## src/rtl/fg_waveform_gen_if.sv

```systemverilog
// Bundle of the waveform generator's streaming and configuration signals.
//   master : drives enable/phase/config, receives sample/valid/clip
//   slave  : the waveform generator itself
interface fg_waveform_gen_if #(
  parameter int PHASE_BW = 10,
  parameter int OUT_BW   = 8,
  parameter int AMP_BW   = 8
);
  logic                enable_i;
  logic                phase_valid_i;
  logic [PHASE_BW-1:0] phase_i;
  logic [1:0]          waveSel_i;
  logic [PHASE_BW-1:0] duty_i;
  logic [AMP_BW-1:0]   amplitude_i;
  logic [OUT_BW-1:0]   offset_i;
  logic [OUT_BW-1:0]   sample_o;
  logic                valid_o;
  logic                clip_o;

  modport master (
    output enable_i, phase_valid_i, phase_i, waveSel_i, duty_i, amplitude_i, offset_i,
    input  sample_o, valid_o, clip_o
  );

  modport slave (
    input  enable_i, phase_valid_i, phase_i, waveSel_i, duty_i, amplitude_i, offset_i,
    output sample_o, valid_o, clip_o
  );
endinterface

```

## src/rtl/fg_waveform_gen.sv

```systemverilog
// Phase-to-sample stage fed by the FG timer. Every strobed phase value becomes one
// output sample (saw / triangle / square / parabolic sine), scaled by amplitude and
// offset with saturation. Three register stages, one sample per cycle, no stall.
// Ports:
//   clk_i   : clock, rising edge
//   rst_i   : asynchronous active-high reset, clears every register
//   bus     : slave side of fg_waveform_gen_if
//             enable_i, phase_valid_i, phase_i, waveSel_i, duty_i, amplitude_i,
//             offset_i in; sample_o, valid_o, clip_o out
module fg_waveform_gen #(
  parameter int PHASE_BW = 10,
  parameter int OUT_BW   = 8,
  parameter int AMP_BW   = 8
) (
  input  logic              clk_i,
  input  logic              rst_i,
  fg_waveform_gen_if.slave  bus
);

  localparam int N  = PHASE_BW;
  localparam int W  = OUT_BW;
  localparam int A  = AMP_BW;
  localparam int PW = W + A + 1;

  function automatic logic [W-1:0] shape(input logic [1:0]   sel,
                                         input logic [N-1:0] ph,
                                         input logic [N-1:0] duty);
    logic         m;
    logic [W-1:0] q;
    logic [2*W-1:0] prod;
    logic [W-1:0] h;
    m = ph[N-1];
    q = ph[N-2 -: W];
    // 2^W-1-q is simply the bitwise complement of q
    prod = {{W{1'b0}}, q} * {{W{1'b0}}, ~q};
    h    = W'(prod >> (W-1));
    case (sel)
      2'd0:    shape = ph[N-1 -: W];
      2'd1:    shape = m ? ~q : q;
      2'd2:    shape = (ph < duty) ? {W{1'b1}} : '0;
      default: shape = m ? ({1'b0, {(W-1){1'b1}}} - h) : ({1'b1, {(W-1){1'b0}}} + h);
    endcase
  endfunction

  // (amplitude+1)/2^A gain; the +1 makes all-ones amplitude an exact unity gain
  function automatic logic [W-1:0] scale(input logic [W-1:0] u, input logic [A-1:0] amp);
    logic [PW-1:0] p;
    p = PW'(u) * (PW'(amp) + PW'(1));
    scale = W'(p >> A);
  endfunction

  // Returns {clip, sample}
  function automatic logic [W:0] sat_add(input logic [W-1:0] s, input logic [W-1:0] off);
    logic [W:0] t;
    t = {1'b0, s} + {1'b0, off};
    sat_add = t[W] ? {1'b1, {W{1'b1}}} : {1'b0, t[W-1:0]};
  endfunction

  logic         vld_p0, vld_p1, vld_p2;
  logic [W-1:0] u_p0;
  logic [A-1:0] amp_p0;
  logic [W-1:0] off_p0, off_p1;
  logic [W-1:0] s_p1;
  logic [W-1:0] sample_p2;
  logic         clip_p2;
  logic [W:0]   sat_p1;

  assign sat_p1 = sat_add(s_p1, off_p1);

  always_ff @(posedge clk_i or posedge rst_i) begin
    if (rst_i) begin
      vld_p0    <= 1'b0;
      u_p0      <= '0;
      amp_p0    <= '0;
      off_p0    <= '0;
      vld_p1    <= 1'b0;
      s_p1      <= '0;
      off_p1    <= '0;
      vld_p2    <= 1'b0;
      sample_p2 <= '0;
      clip_p2   <= 1'b0;
    end else begin
      // Stage 1: shape selection, all config captured together with the phase
      vld_p0 <= bus.enable_i & bus.phase_valid_i;
      u_p0   <= shape(bus.waveSel_i, bus.phase_i, bus.duty_i);
      amp_p0 <= bus.amplitude_i;
      off_p0 <= bus.offset_i;
      // Stage 2: amplitude scaling
      vld_p1 <= bus.enable_i & vld_p0;
      s_p1   <= scale(u_p0, amp_p0);
      off_p1 <= off_p0;
      // Stage 3: offset and saturation; idle level is the live offset when disabled
      if (!bus.enable_i) begin
        vld_p2    <= 1'b0;
        sample_p2 <= bus.offset_i;
        clip_p2   <= 1'b0;
      end else begin
        vld_p2 <= vld_p1;
        if (vld_p1) begin
          clip_p2   <= sat_p1[W];
          sample_p2 <= sat_p1[W-1:0];
        end
      end
    end
  end

  assign bus.sample_o = sample_p2;
  assign bus.valid_o  = vld_p2;
  assign bus.clip_o   = clip_p2;

endmodule

```

## src/flat_wrapper.sv

```systemverilog
// flat-port wrapper written by rule: the top's interface ports become plain ports
module fg_waveform_gen_flat 
#(
  parameter int PHASE_BW = 10,
  parameter int OUT_BW   = 8,
  parameter int AMP_BW   = 8
)
  (clk_i, rst_i, bus_enable_i, bus_phase_valid_i, bus_phase_i, bus_waveSel_i, bus_duty_i, bus_amplitude_i, bus_offset_i, bus_sample_o, bus_valid_o, bus_clip_o);
  fg_waveform_gen_if #(.PHASE_BW(PHASE_BW), .OUT_BW(OUT_BW), .AMP_BW(AMP_BW)) bus_i ();
  input  logic clk_i;
  input  logic rst_i;
  input wire logic [$bits(bus_i.enable_i)-1:0] bus_enable_i;
  input wire logic [$bits(bus_i.phase_valid_i)-1:0] bus_phase_valid_i;
  input wire logic [$bits(bus_i.phase_i)-1:0] bus_phase_i;
  input wire logic [$bits(bus_i.waveSel_i)-1:0] bus_waveSel_i;
  input wire logic [$bits(bus_i.duty_i)-1:0] bus_duty_i;
  input wire logic [$bits(bus_i.amplitude_i)-1:0] bus_amplitude_i;
  input wire logic [$bits(bus_i.offset_i)-1:0] bus_offset_i;
  output wire logic [$bits(bus_i.sample_o)-1:0] bus_sample_o;
  output wire logic [$bits(bus_i.valid_o)-1:0] bus_valid_o;
  output wire logic [$bits(bus_i.clip_o)-1:0] bus_clip_o;
  assign bus_i.enable_i = bus_enable_i;
  assign bus_i.phase_valid_i = bus_phase_valid_i;
  assign bus_i.phase_i = bus_phase_i;
  assign bus_i.waveSel_i = bus_waveSel_i;
  assign bus_i.duty_i = bus_duty_i;
  assign bus_i.amplitude_i = bus_amplitude_i;
  assign bus_i.offset_i = bus_offset_i;
  assign bus_sample_o = bus_i.sample_o;
  assign bus_valid_o = bus_i.valid_o;
  assign bus_clip_o = bus_i.clip_o;
  fg_waveform_gen #(.PHASE_BW(PHASE_BW), .OUT_BW(OUT_BW), .AMP_BW(AMP_BW)) u_core (.clk_i(clk_i), .rst_i(rst_i), .bus(bus_i));
endmodule
```

## config.mk

```make
export PLATFORM = sky130hd
export DESIGN_NAME = fg_waveform_gen_flat
export DESIGN_NICKNAME = d
export VERILOG_FILES = /design/src/rtl/fg_waveform_gen_if.sv /design/src/rtl/fg_waveform_gen.sv /design/src/flat_wrapper.sv
export SDC_FILE = /design/constraint.sdc
export NUM_CORES = 1
export LEC_CHECK = 0
export CORE_MARGIN = 5
export CORE_UTILIZATION = 35
export DETAILED_ROUTE_END_ITERATION = 6
export GPL_TIMING_DRIVEN = 0
export SLEW_MARGIN = 15
export SYNTH_ARGS = -nofsm -noshare
export SYNTH_HDL_FRONTEND = slang
export SYNTH_SLANG_ARGS = --single-unit
```

## constraint.sdc

```tcl
create_clock -name clk_i -period 4.6 [get_ports clk_i]
set_input_delay 0.69 -clock clk_i [delete_from_list [all_inputs] [get_ports clk_i]]
set_output_delay 0.69 -clock clk_i [all_outputs]
set_load 0.05 [all_outputs]
```

==> results.cfg, run 1 <==
[worst_hold_path]
holdCritPathClass = flip-flop to flip-flop
hold_path_end = u_core.off_p1[0]
hold_depth = 0
min_from = u_core.off_p0[0]

[critical_path]
crit_path_start_kind = flip-flop
worstSetupPathType = flip-flop to flip-flop
rr_startpoint = u_core.amp_p0[0]
cp_max_fo = 4
rr_worst_depth = 17
end_kind = flip-flop
arrival_ps = 4760
required_ps = 4790
worst_path_most_repeated_cell = fa_1
reg2reg_setup_slack_ps = 30
r2r-end = u_core.s_p1[3]
slowest_delay_ps = 540
crit_family = adder cells
crit_buf_inv = 3
crit_chain = ha_4 > nand3_4 > xor2_4 > nand2b_4 > fa_1 > fa_1 > inv_2 > fa_1 > fa_1 > ha_2 > o21a_1 > nor2_4 > o31ai_4 > buf_12 > a21oi_4 > buf_4 > xnor2_1
worst_path_max_delay_cell = fa_1

[drt]
routedWlPerCell_um = 13.4
num_vias = 4698
wl_um = 13400
vias_per_cell = 4.71
antenna_left = 0
dr.pass1.iters = 4
drc = 0
drt_iter0_markers = 179

[cts]
numCtsBuffers = 5
clk_pin_slew_ps = 70
h-tree-depth = 2
clockBufferDepth = 2
cts-root-buf = clkbuf_16
insertion_delay_ps = 300
cts_sinks = 52
cts_tree = built

[synth]
syn_inst = 669
ys_seq_area_share_pct = 20.5
synth_seq_cells = 52
syn_area_per_cell_sq_um = 9.49
syn_nets = 872
yosysWarnings = 0
synth_edf_count = 0
synth_ff_type = dfrtp_1
ys_types = 44
syn_area_sq_um = 6350
async_flop_share_pct = 100

[timing]
final.period_utilization_pct = 99.4
finalHoldViolCount = 0
final.min_clock_period_ps = 4570
tns_ps = 0
maxSlewHeadroom_pct = 44.0
setup_violations = 0
worst_slew_pin_slew_ps = 837
fmaxAchievable_ghz = 0.219
layout_setup_ws_ps = 26.2
rsz0062_at_grt = yes
fin_skew_ps = 8.14
slew_violations = 0

[flow_run]
drv_cap = 0

[finish]
multi_input_area_sq_um = 4990
register_area_sq_um = 1310
nNetsFinal = 971
antenna_cells = 0
synthToLayoutAreaGrowth_pct = 28.3
layout-drive-gt1-share_pct = 18.9
n_fill_cell = 1703
final_cells = 998
final_area_sq_um = 8140

[place]
dp_cells = 949
globalplace.congestion = 0.826
port-buffer-count = 50
placedInstanceArea_sq_um = 7180
dpl_worst_slack_ps = -1140
dp_hpwl_um = 10500

[floorplan]
die_area_sq_um = 20900
core-area_sq_um = 17900
die_y_um = 145
rows = 49
die_w_um = 145
initial_core_util_pct = 35.5
ios = 52

[pwr]
ir_drop_v = 0.000625
power_density_nw_per_um2 = 623
power_leakage_uw = 0.00392

[grt]
grt_use_total_pct = 14.0
grt_max_degree = 29
overflow = 0
antenna_found_initial = 0
grt_pass1_wl_um = 23900
grt_pass1_vias = 4985

[status]
status = finished clean
[per-layer routing]
layer / part of all wire, % / GRT usage (%) / vias to the layer above
met5: 0 / 0 / -
met4: 1.0 / 2.65 / 0
met3: 1.4 / 1.15 / 12
met2: 50 / 24.5 / 39
met1: 48 / 19.2 / 2319
li1: - / - / 2328
[report_power, final]
part	switching [uW]	internal, uW
Combinational	2030	2010
Clock	172	203
Sequential	83.3	567
[cells in the final DEF, fill, tap and decap left out, drive strengths merged, types with 25 or more instances in the layout]
master / instances
dfrtp: 52
fa: 68
inv: 116
and2: 25
clkdlybuf4s50: 42
nor2: 44
nand2: 33
xnor2: 33
ha: 93
buf: 50
nor2b: 39
[flip-flops by register name (all words and copies together) (netlist names), 8 cells and up]
name                 cells
u_core.s_p1              8
u_core.u_p0              8
u_core.bus.sample_o      8
u_core.off_p1            8
u_core.off_p0            8
u_core.amp_p0            8
[cell type report]
cell class	instances	share of cell area (%)
multi-input cells	482	61.3
flip-flops and latches	52	16.1
repair buffers	92	10.2
inverters	120	5.79
well taps	229	3.52
clock buffers	6	1.58
plain buffers	15	1.46
clock inverters	2	0.169
[cell families after synthesis]
| logic type | synth area share (%) |
|---|---|
| and+or+nand+nor | 15.0 |
| adders and majority gates | 39.8 |
| buffers and inverters | 8.04 |
| AOI/OAI and AO/OA | 10.0 |
| DFF | 20.5 |
| xor gates and xnor gates | 6.62 |
[timing repair]
action | in CTS | in global routing
buffers inserted | 36 | 5
resized for setup | 92 | 55
pin swaps | 37 | 30
endpoints found under the setup margin | 16 | 12
hold buffers | 0 | 0
[Yosys cell counts, drive strengths merged (15+ instances only)]
master  instances  share of area, %
a21oi          21               1.8
and2           25               2.5
dfrtp          52                21
fa             68                21
ha             93                18
inv           119               7.0
nand2          33               2.0
nand2b         19               1.9
nor2           44               2.6
nor2b          39               3.8
o21ai          22               1.8
xnor2          33               4.6
xor2           15               2.1
[worst max-delay path by stage]
stage / startpoint / to / cells after the start
6_report: u_core.amp_p0[0] / u_core.s_p1[3] / 17
4_1_cts: bus_phase_i[8] / u_core.u_p0[7] / 17
2_1_floorplan: u_core.amp_p0[0] / u_core.s_p1[6] / 17
3_3_place_gp: bus_phase_i[2] / u_core.u_p0[5] / 17
3_5_place_dp: bus_phase_i[5] / u_core.u_p0[7] / 17
5_1_grt: u_core.amp_p0[0] / u_core.s_p1[4] / 17
[metrics by stage]
stage                     total power [uW]  hold WS (ps)  utilization, %
after CTS                             4770           350            44.5
after floorplan                       3150           331               -
after detailed placement              3770           335            40.1
after global placement                3740           332            40.0
after global routing                  5710           357            45.5
final                                 5070           349            45.5
Power figures use the tool's default switching activity.
==> run 2: changes to the inputs <==
Clock period 4.6 ns to 5.4 ns, I/O delays scaled along.
==> results.cfg, run 2 (same netlist as run 1, synthesis figures left out) <==
[status]
status = finished clean

[drt]
drc = 0
antenna_left = 0
vias_per_cell = 4.72
wl_um = 13100
routedWlPerCell_um = 13.5
dr.pass1.iters = 4
drt_iter0_markers = 202
num_vias = 4571

[finish]
register_area_sq_um = 1300
synthToLayoutAreaGrowth_pct = 17.6
final_common_cell = inv_1
nNetsFinal = 941
final_util_pct = 41.7
final_area_sq_um = 7470
antenna_cells = 0
layout_common_cells = 114 x inv_1, 93 x ha_1, 68 x fa_1
multi_input_area_sq_um = 4570
layout-drive-gt1-share_pct = 6.77
n_fill_cell = 1808

[critical_path]
cp-startpoint = bus_phase_i[7]
crit_chain = clkdlybuf4s50_1 > buf_6 > clkinvlp_4 > nand2_1 > fa_1 > fa_1 > inv_1 > fa_1 > inv_1 > fa_1 > inv_1 > ha_1 > o21ai_1 > o21ai_1 > nand2_2 > o21ai_1 > xnor2_1 > o221ai_1
end_kind = flip-flop
rr_worst_depth = 16
worst_path_most_repeated_cell = fa_1
rr_startpoint = u_core.amp_p0[0]
worst_path_max_delay_cell = clkdlybuf4s50_1
cp_max_fo = 9
worstSetupPathType = input pin to flip-flop
arrival_ps = 5320
endpoint = u_core.u_p0[7]
r2r-end = u_core.s_p1[6]
crit_path_start_kind = input pin
reg2reg_setup_slack_ps = 320
required_ps = 5530
slowest_delay_ps = 540

[timing]
maxSlewHeadroom_pct = 43.3
slew_violations = 0
final.min_clock_period_ps = 5190
finalHoldViolCount = 0
fmaxAchievable_ghz = 0.193
final.period_utilization_pct = 96.2
whs_ps = 351
setup_violations = 0
fin_skew_ps = 4.41
worst_slew_pin_slew_ps = 844

[pwr]
ir_drop_v = 0.000335
power_density_nw_per_um2 = 469
total_power_uw = 3500
power_leakage_uw = 0.00372

[cts]
cts-root-buf = clkbuf_16
cts_tree = built
numCtsBuffers = 5
cts_sinks = 52
clockBufferDepth = 2
ctsHoldBuffers = 0
clk_pin_slew_ps = 70
h-tree-depth = 2
insertion_delay_ps = 300

[floorplan]
die_y_um = 145
initial_core_util_pct = 35.5
core-area_sq_um = 17900
ios = 52
die_area_sq_um = 20900
rows = 49
die_w_um = 145

[place]
globalplace.congestion = 0.838
placedInstanceArea_sq_um = 7150
dp_hpwl_um = 10500
port-buffer-count = 50

[worst_hold_path]
holdCritPathClass = flip-flop to flip-flop

[grt]
antenna_found_initial = 0
grt_pass1_wl_um = 22300
grt_use_total_pct = 13.2
grt_max_degree = 29
overflow = 0
grt_pass1_vias = 4701

[flow_run]
drv_cap = 0
==> run 2: changes by cell type in the layout (fill, tap and decap cells not counted), sizes merged <==
cell,change
clkdlybuf4s50,+6
buf,-31
dlymetal6s2s,+2
clkinv,+1
clkbuf,-8
clkinvlp,-1
inv,+1
==> run 2: stage by stage <==
step	setup TNS, ps	worst slack (ps)	std cells
floorplan	0	626	669
global placement	-2970	-612	948
detailed placement	-3110	-642	949
CTS	0	27.5	957
global route	-29.6	-18.9	968
finish	0	207	968
==> run 2: repair_timing <==
| action | in CTS | in global routing |
|---|---|---|
| endpoints found under the setup margin | 6 | 10 |
| gates resized for setup | 8 | 31 |
| setup buffers | 0 | 11 |
| pin swaps | 0 | 2 |
==> run 2: area by class of cell <==
type	instances	area share [%]
clock inverters	3	0.302
inverters	120	6.18
clock buffers	5	1.68
well taps	229	3.84
flip-flops and latches	52	17.4
repair buffers	62	8.14
plain buffers	15	1.17
multi-input cells	482	61.3
==> run 2: power breakdown <==
group / switching [uW] / total, uW / internal [uW]
clock network: 157 / 331 / 174
logic: 1450 / 2620 / 1170
registers: 67.6 / 550 / 483
==> run 2: critical path: cells and delay by family <==
kind / cells / cell delay, ps
buffers and inverters: 6 / 1050
and+or+nand+nor: 2 / 270
adders and majority gates: 5 / 2350
AOI/OAI and AO/OA: 4 / 700
xor gates and xnor gates: 1 / 150
==> run 2: worst min-delay path by stage <==
stage,start,end,cells past startpoint
final,u_core.off_p0[5],u_core.off_p1[5],0
after global routing,u_core.off_p0[5],u_core.off_p1[5],0
after CTS,u_core.off_p0[6],u_core.off_p1[6],0
after detailed placement,u_core.off_p0[5],u_core.off_p1[5],0
after global placement,u_core.off_p0[7],u_core.off_p1[7],0
after floorplan,u_core.off_p0[0],u_core.off_p1[0],0
==> run 2: metal layers <==
| layer | vias up | track usage (%) | wire length (um) |
|---|---|---|---|
| li1 | 2260 | - | - |
| met1 | 2250 | 18.4 | 6310 |
| met2 | 49 | 22.0 | 6320 |
| met3 | 12 | 1.51 | 270 |
| met4 | 0 | 3.24 | 181 |
| met5 | - | 0 | 0 |
